<file path="src/rtl/mem_port_arbiter.sv">
// mem_port_arbiter: shares the single-port instruction/data memory between
// the CPU port (c_*) and the debug/loader port (d_*). Accesses are serialised
// by a three-state FSM (IDLE -> ACCESS [-> RDATA]). The FSM absorbs the
// memory's one-cycle read latency and returns registered read data together
// with a one-cycle valid pulse.
// Build option: define ARB_ROUND_ROBIN_EN to alternate grants on contention;
// otherwise the CPU wins ties, bounded by the MAX_BURST starvation guard.
module mem_port_arbiter #(
  parameter int AW        = 32,
  parameter int DW        = 32,
  parameter int MAX_BURST = 4
) (
  input  logic          clk,
  input  logic          rst,
  input  logic          c_req,
  input  logic          c_we,
  input  logic [AW-1:0] c_addr,
  input  logic [DW-1:0] c_wdata,
  output logic          c_ack,
  output logic [DW-1:0] c_rdata,
  output logic          c_rvalid,
  input  logic          d_req,
  input  logic          d_we,
  input  logic [AW-1:0] d_addr,
  input  logic [DW-1:0] d_wdata,
  output logic          d_ack,
  output logic [DW-1:0] d_rdata,
  output logic          d_rvalid,
  output logic          mem_we,
  output logic [AW-1:0] mem_addr,
  output logic [DW-1:0] mem_din,
  input  logic [DW-1:0] mem_dout,
  output logic          busy,
  output logic          owner
);

  typedef enum logic [1:0] {
    S_IDLE   = 2'd0,
    S_ACCESS = 2'd1,
    S_RDATA  = 2'd2
  } state_t;

  localparam logic [3:0] BURST_LIM = 4'(MAX_BURST);

  state_t     state;
  state_t     state_nx;
  logic       cap_we;
  logic       last_owner;
  logic [3:0] burst_cnt;
  logic       any_req;
  logic       winner;

  assign any_req = c_req | d_req;

  // Winner selection: a lone requester wins; on contention the starvation
  // guard (burst limit reached) hands the grant to the other port first.
  always_comb begin
    winner = 1'b0;
    if (c_req && d_req) begin
      if (burst_cnt == BURST_LIM) begin
        winner = ~last_owner;
      end else begin
`ifdef ARB_ROUND_ROBIN_EN
        winner = ~last_owner;
`else
        winner = 1'b0;
`endif
      end
    end else if (d_req) begin
      winner = 1'b1;
    end
  end

  // Next-state logic and decoded outputs.
  always_comb begin
    state_nx = state;
    mem_we   = 1'b0;
    c_ack    = 1'b0;
    d_ack    = 1'b0;
    busy     = (state != S_IDLE);
    case (state)
      S_IDLE: begin
        if (any_req) state_nx = S_ACCESS;
      end
      S_ACCESS: begin
        mem_we   = cap_we;
        c_ack    = ~owner;
        d_ack    = owner;
        state_nx = cap_we ? S_IDLE : S_RDATA;
      end
      S_RDATA: begin
        state_nx = S_IDLE;
      end
      default: begin
        state_nx = S_IDLE;
      end
    endcase
  end

  // State register.
  always_ff @(posedge clk or negedge rst) begin
    if (!rst) state <= S_IDLE;
    else      state <= state_nx;
  end

  // Grant capture, burst accounting, and read-data return.
  always_ff @(posedge clk or negedge rst) begin
    if (!rst) begin
      cap_we     <= 1'b0;
      mem_addr   <= '0;
      mem_din    <= '0;
      owner      <= 1'b0;
      last_owner <= 1'b1;
      burst_cnt  <= '0;
      c_rdata    <= '0;
      d_rdata    <= '0;
      c_rvalid   <= 1'b0;
      d_rvalid   <= 1'b0;
    end else begin
      c_rvalid <= 1'b0;
      d_rvalid <= 1'b0;
      case (state)
        S_IDLE: begin
          if (any_req) begin
            cap_we     <= winner ? d_we    : c_we;
            mem_addr   <= winner ? d_addr  : c_addr;
            mem_din    <= winner ? d_wdata : c_wdata;
            owner      <= winner;
            last_owner <= winner;
            if (winner == last_owner) begin
              if (burst_cnt != 4'd15) burst_cnt <= burst_cnt + 4'd1;
            end else begin
              burst_cnt <= 4'd1;
            end
          end else begin
            burst_cnt <= '0;
          end
        end
        S_RDATA: begin
          if (owner) begin
            d_rdata  <= mem_dout;
            d_rvalid <= 1'b1;
          end else begin
            c_rdata  <= mem_dout;
            c_rvalid <= 1'b1;
          end
        end
        default: begin
        end
      endcase
    end
  end

endmodule

</file>
<file path="config.mk">
export PLATFORM = sky130hd
export DESIGN_NAME = mem_port_arbiter
export DESIGN_NICKNAME = d
export VERILOG_FILES = /design/src/rtl/mem_port_arbiter.sv
export SDC_FILE = /design/constraint.sdc
export NUM_CORES = 1
export LEC_CHECK = 0
export CORE_MARGIN = 2
export CORE_UTILIZATION = 36
export CTS_CLUSTER_SIZE = 40
export DETAILED_ROUTE_END_ITERATION = 6
export PLACE_DENSITY = 0.76
export SLEW_MARGIN = 15
export SYNTH_ARGS = -nofsm -noshare
export SYNTH_HDL_FRONTEND = slang
export SYNTH_SLANG_ARGS = --single-unit
export TNS_END_PERCENT = 50
</file>
<file path="constraint.sdc">
create_clock -name clk -period 1.5 [get_ports clk]
set_input_delay 0.15 -clock clk [delete_from_list [all_inputs] [get_ports clk]]
set_output_delay 0.15 -clock clk [all_outputs]
set_load 0.01 [all_outputs]
</file>
==> impl_metrics.tcl <==
set metrics [dict create \
    post-route-period-util_pct 116.7 \
    remaining_drc_errors 0 \
    synthCells 619 \
    htree_levels 4 \
    hp-class "in2reg" \
    io_buffer_count 300 \
    drtIter0Drc 254 \
    startpoint "burst_cnt[0]" \
    synth_flop_cell "dfrtp_1" \
    drive_gt1_share_pct 21.13 \
    reg2reg_to "mem_addr[12]" \
    gr-total-overflow 0 \
    setup_ws_ps -250.0 \
    fmax_mhz 571.4 \
    boundaryPins 301 \
    slew_headroom_pct 66.29 \
    area_delta_synth_final_pct 82.21 \
    p_leak_nw 4.867 \
    crit_top_cell "a21oi_1" \
    wl_um 22070 \
    tightest_slew_ps 505.6 \
    ys_types 34 \
    vias 5963 \
    sequentialPowerShare_pct 30.9 \
    clock_sinks 139 \
    grt_max_degree 43 \
    synth.net_count 787 \
    fin_crit_ps 1750 \
    sw_frac_of_total_pct 35.04 \
    nets 1126 \
    hold_viol_final 0 \
    track_usage_pct 23.19 \
    synth_edf_count 0 \
    fin_skew_ps 11.00 \
    yosysWarningCount 0 \
    avgSynthCellArea_um2 9.638 \
    clock_path_buffers 2 \
    rrSetupSlack_ps -250 \
    synth_area_mm2 0.005966 \
    ys_seq_area_share_pct 58.33 \
    wire_per_inst_um 18.54 \
    crit_chain "inv_1 -> ha_2 -> and4bb_2 -> o21ai_4 -> buf_12 -> clkbuf_16 -> a21oi_1 -> a21oi_1" \
    crit_required_ps 1800 \
    status "finished with violations" \
    core_area_mm2 0.01641 \
    grt_pass1_wl_um 31710 \
    setup.worst_path.end "mem_addr[12]" \
    cts_made_buffers 17 \
    finalSetupViolations 67 \
    async_reset_ff_share_pct 100.0 \
    arrival_ps 2050 \
    pre_cts_slack_ps -182.5 \
    vias_per_cell 5.011 \
    cts_root_buf "clkbuf_16" \
    slew_viol_final 0 \
    clk_pin_slew_worst_paths_ps 60 \
    p_int_w 0.01413 \
    endpoint_kind "register" \
    netlist_top_cells_count "dfrtp_1, a21oi_1, nand2_1" \
    r2r_cells 8 \
    fp.dieW_um 132.7 \
    worstSkewPairLatency_ps 420 \
    r2r-start "burst_cnt[0]" \
    crit_path_max_incr_delay_ps 390 \
    row_count 47 \
    holdWs_ps 131.3 \
    ant_nets 0 \
    crit_fanout 9 \
    dieArea_mm2 0.01762 \
    synth_top_cell_by_area "dfrtp_1" \
    synth-seq-cells 139 \
    gp_congestion 0.8254 \
    crit_type "reg2reg" \
    post-synth-top-count-cell "dfrtp_1" \
    switchingPower_w 0.007619 \
    cts_tree "done" \
    first_global_vias 5965 \
    cellPowerDensity_mw_per_mm2 2001 \
    yosys-top-cells-area "dfrtp_1, a21oi_1, nand2_1, nand3_1, nor2_1" \
    violations "setup timing" \
    die_y_um 132.7 \
    maxCapViolCount 0 \
    post-dp-hpwl_um 14900 \
    cpMaxStageDelayCell "dfrtp_1" \
    p_comb_share_pct 47.6 \
    rsz0062_at_grt "yes" \
    n_antenna_cell 0 \
    drt_pass1_iterations 4 \
    antenna_found_initial 0 \
    synth.top_cell.area_share_pct 57.89 \
    p_clk_share_pct 21.6 \
    start_kind "register" \
    ir_worst_vdd_uv 843.5 \
    initial_core_util_pct 36.36 \
]
[per-stage QoR]
step           util (%)  cells  total power [W]  setup TNS (ps)  instance area, um^2
5_1_grt           66.25   1190          0.02288          -17170                10870
4_1_cts           62.93   1181          0.02150           -8478                10320
2_1_floorplan         -    619          0.01076               0                 5991
3_3_place_gp      58.37   1148          0.01649           -6529                 9577
6_report          66.25   1190          0.02175          -11740                10870
3_5_place_dp      58.37   1148          0.01675           -9272                 9577
[repair_timing]
item | 4_1_cts | 5_1_grt
hold buffers | 1 | 0
setup endpoints to repair | 90 | 135
resized for setup | 60 | 112
pin swaps | 5 | 39
gates cloned | 0 | 7
buffers inserted | 1 | 3
hold endpoints to repair | 34 | 0
[layer usage]
metal / wire length, um / vias to the layer above / GRT usage, % / share of wire (%)
li1: - / 2777 / - / -
met1: 8936 / 2856 / 28.31 / 40
met2: 10880 / 283 / 38.37 / 49
met3: 1565 / 47 / 6.705 / 7.1
met4: 688 / 0 / 10.04 / 3.1
met5: 0 / - / 0 / 0
[worst min path at each step]
stage	startpoint	end	slack, ps	depth (start not counted)
2_1_floorplan	rst	burst_cnt[0]	-150	0
3_3_place_gp	rst	c_rdata[25]	100	1
3_5_place_dp	rst	c_rdata[25]	100	1
4_1_cts	d_req	mem_din[2]	110	3
5_1_grt	d_req	mem_din[2]	150	3
6_report	d_req	mem_din[2]	130	3
[sequential cells by signal (all words and copies together) (netlist names)]
register and flops:
owner 1, d_rvalid 1, state 2, mem_addr 32
mem_din 32, d_rdata 32, c_rvalid 1, c_rdata 32
burst_cnt 4, cap_we 1, last_owner 1
[area by class of cell]
type,count,area (um^2)
fill,1252,5537
clock buffer,18,439.2
multi-input combinational,426,2565
tap,220,275.3
clock inverter,13,214.0
inverter,9,33.78
sequential,139,3482
timing repair buffer,365,3861
[kinds of logic after synthesis]
| family | after synthesis | share of synthesized area, % |
|---|---|---|
| and+or+nand+nor | 250 | 18.14 |
| buffers and inverters | 54 | 4.656 |
| adders and majority gates | 2 | 0.4194 |
| AOI/OAI and AO/OA | 141 | 12.25 |
| DFF | 139 | 58.33 |
| muxes | 33 | 6.208 |
[power groups by stage]
stage	Clock, W	Sequential, W	Combinational [W]
floorplan	0	0.00753	0.00323
global placement	0	0.00665	0.00984
detailed placement	0	0.00673	0.0100
CTS	0.00476	0.00671	0.0100
global route	0.00488	0.00692	0.0111
finish	0.00469	0.00671	0.0103
[placed cells by master (no fill, tap or decap), drive strengths merged, types with 2 or more instances in the layout]
cell type,count
dfrtp,138
nand2b,3
nand2,100
dlymetal6s2s,43
a21oi,131
ha,2
mux2,32
nor3,2
o21ai,4
nand3,66
nand3b,2
clkinvlp,2
clkbuf,25
dlygate4sd2,21
buf,62
bufinv,5
clkinv,3
nor2,72
inv,12
clkdlybuf4s50,230
[critical path, delay by kind of cell, from the launching register on]
kind	cells	cell delay [ps]
compound gates	3	370
fa+ha+maj	1	170
buf+inv	3	410
flops	1	390
simple gates	1	280
Power figures use the tool's default switching activity.
==> RTL edit (config.mk and constraints unchanged) <==
Encoding of `state_t`: now one-hot (3 bits for 3 states).
--- a/src/rtl/mem_port_arbiter.sv
+++ b/src/rtl/mem_port_arbiter.sv
@@ -34,10 +34,10 @@
   output logic          owner
 );
 
-  typedef enum logic [1:0] {
-    S_IDLE   = 2'd0,
-    S_ACCESS = 2'd1,
-    S_RDATA  = 2'd2
+  typedef enum logic [2:0] {
+    S_IDLE   = 3'b001,
+    S_ACCESS = 3'b010,
+    S_RDATA  = 3'b100
   } state_t;
 
   localparam logic [3:0] BURST_LIM = 4'(MAX_BURST);
Check against the original RTL: same outputs for any inputs over 4 cycles, from zero or initial values and one cycle with rst low; so few cycles prove little.
==> RTL edit against the unedited design <==
The run still ends with negative setup slack left; final cell count fell by 5.0%; fmax rose by 3.6%; first-iteration DRC count fell by 27%; design area rose by 3.9%; total power fell by 2.9%; die area rose by 1.3%; sequential cell count rose by 1; routed wire length fell by 3.5%; global-route usage fell by 2.1 points; count of clock-buffer cells in the layout fell by 1; critical path depth did not move; area after synthesis rose by 1.3%; worst setup slack improved by 0.060 ns; sequential power fell by 2%.
==> RTL edit: results (changes against the unedited design) <==
** Power
- Leakage power of the design :: 0.005551 µW (+14%)
- The worst vdd rail ir drop is 928.4 µV (+10%).

** Placed design
- The last weighted congestion value of the routability-driven placer was 0.8132 (-1.5%).
- The detailed placer's ending HPWL was 13470 µm (-9.6%).
- Post-detailed-placement cell area :: 9642 µm² (+0.68%)

** Logic synthesis
- Post-Syn Nets :: 716 (-9.0%)
- After synthesis, the cell types taking the most area are sky130_fd_sc_hd__dfrtp_1, sky130_fd_sc_hd__mux2_2, sky130_fd_sc_hd__a21oi_1, sky130_fd_sc_hd__nor2_1, sky130_fd_sc_hd__a21oi_2.
- After synthesis, the most frequently instantiated cells are sky130_fd_sc_hd__dfrtp_1, sky130_fd_sc_hd__a21oi_1, sky130_fd_sc_hd__nor2_1.
- The sequential-to-total area share from yosys stat is 0.5799 (-0.003379).

** Global routing
- GRT met1 Usage :: 0.2415 (-0.04157)
- The met3 layer usage reported by global route was 0.08257 (+0.01552).
- Combined global-route utilization of all metal layers :: 0.2110 (-0.02087)
- The global-route wire length before repair came to 29390 µm (-7.3%).
- Largest net degree at the start of global routing :: 50 (+16%)

** Critical path
- Setup crit end :: mem_addr[21]$_DFFE_PN0P_
- Max incr delay on CP :: 0.34 ns (-0.05 ns)
- Signal arrival time at the worst endpoint :: 1.99 ns (-0.06 ns)
- Largest delay contributor family on the critical path :: compound AO/OA/AOI/OAI gates
- The depth of the most critical reg-to-reg path came to 8 (unchanged).
- The worst-path maximum fanout was 5 (-4).

** Status
- Result of the run :: complete, but fails checks
- Violations in the final reports :: negative setup slack

** Finish
- Ratio of cells with drive above 1 in the final layout :: 0.3030 (+0.09162)
- The number of nets at the end of the flow was 1066 (-5.3%).

** Routing
- Via count :: 5582 (-6.4%)
- The total length of routed wires was 21310 µm (-3.5%).
- The starting DRC count in detailed routing was 186 (-27%).

** Timing
- The final setup slack of the worst path is -0.1900 ns (+0.06003 ns).
- Final setup violation count :: 133 (+99%)
- The hold slack came to 0.2530 ns (+0.1217 ns).
- Clk_skew :: 0.01124 ns (+0.0002406 ns)
- The worst slew margin relative to its limit came to 0.6916 (+0.02861).
- The sum of negative setup slack was -13.49 ns (-1.755 ns).

** Worst hold path
- The path class of the tightest hold or removal check is input pin to async pin.
RTL edit: changes by cell type in the layout (fill, tap and decap cells not counted), sizes merged, moves of 3 or more:
cell           change
mux2              +32
dlygate4sd2        -3
nand2             -33
nand3             -64
a21oi              +3
o21ai              +3
clkdlybuf4s50     -24
bufinv             -5
clkinvlp           +4
dlymetal6s2s      +28
RTL edit: stage by stage:
step	cells	worst slack, ns
after floorplan	548	-0.07003
after global placement	1074	-0.1582
after detailed placement	1074	-0.2103
after CTS	1117	-0.1535
after global routing	1131	-0.2461
final	1131	-0.1900
RTL edit: where the power goes:
| part | leakage (µW) | switching (µW) | total [µW] | internal, µW |
|---|---|---|---|---|
| clock network | 0.000254 | 1800 | 3970 | 2170 |
| registers | 0.00172 | 998 | 6570 | 5580 |
| logic | 0.00357 | 4720 | 10600 | 5860 |
RTL edit: per-layer routing:
layer	vias up	part of all wire
li1	2583	-
met1	2741	0.40
met2	236	0.51
met3	22	0.077
met4	0	0.014
met5	-	0
RTL edit: area by class of cell:
cell class / instances / area (µm²)
inverter: 5 / 23.77
fill: 1195 / 5228
clock buffer: 17 / 425.4
timing repair buffer: 366 / 4143
multi-input combinational: 368 / 2794
clock inverter: 15 / 128.9
tap: 220 / 275.3
sequential: 140 / 3507
RTL edit: cell families after synthesis:
group,count (synthesis),synth area share
fa+ha+maj,2,0.004138
flops,140,0.5799
compound gates,146,0.1432
mux,64,0.1192
buf+inv,40,0.04098
simple gates,156,0.1126
RTL edit: timing repair:
| item | CTS | global route |
|---|---|---|
| hold buffers | 1 | 0 |
| endpoints found under the hold margin | 40 | 0 |
| gates resized for setup | 84 | 162 |
| pin swaps | 26 | 17 |
| endpoints found under the setup margin | 155 | 205 |
| setup buffers | 8 | 7 |
| cloned | 3 | 9 |
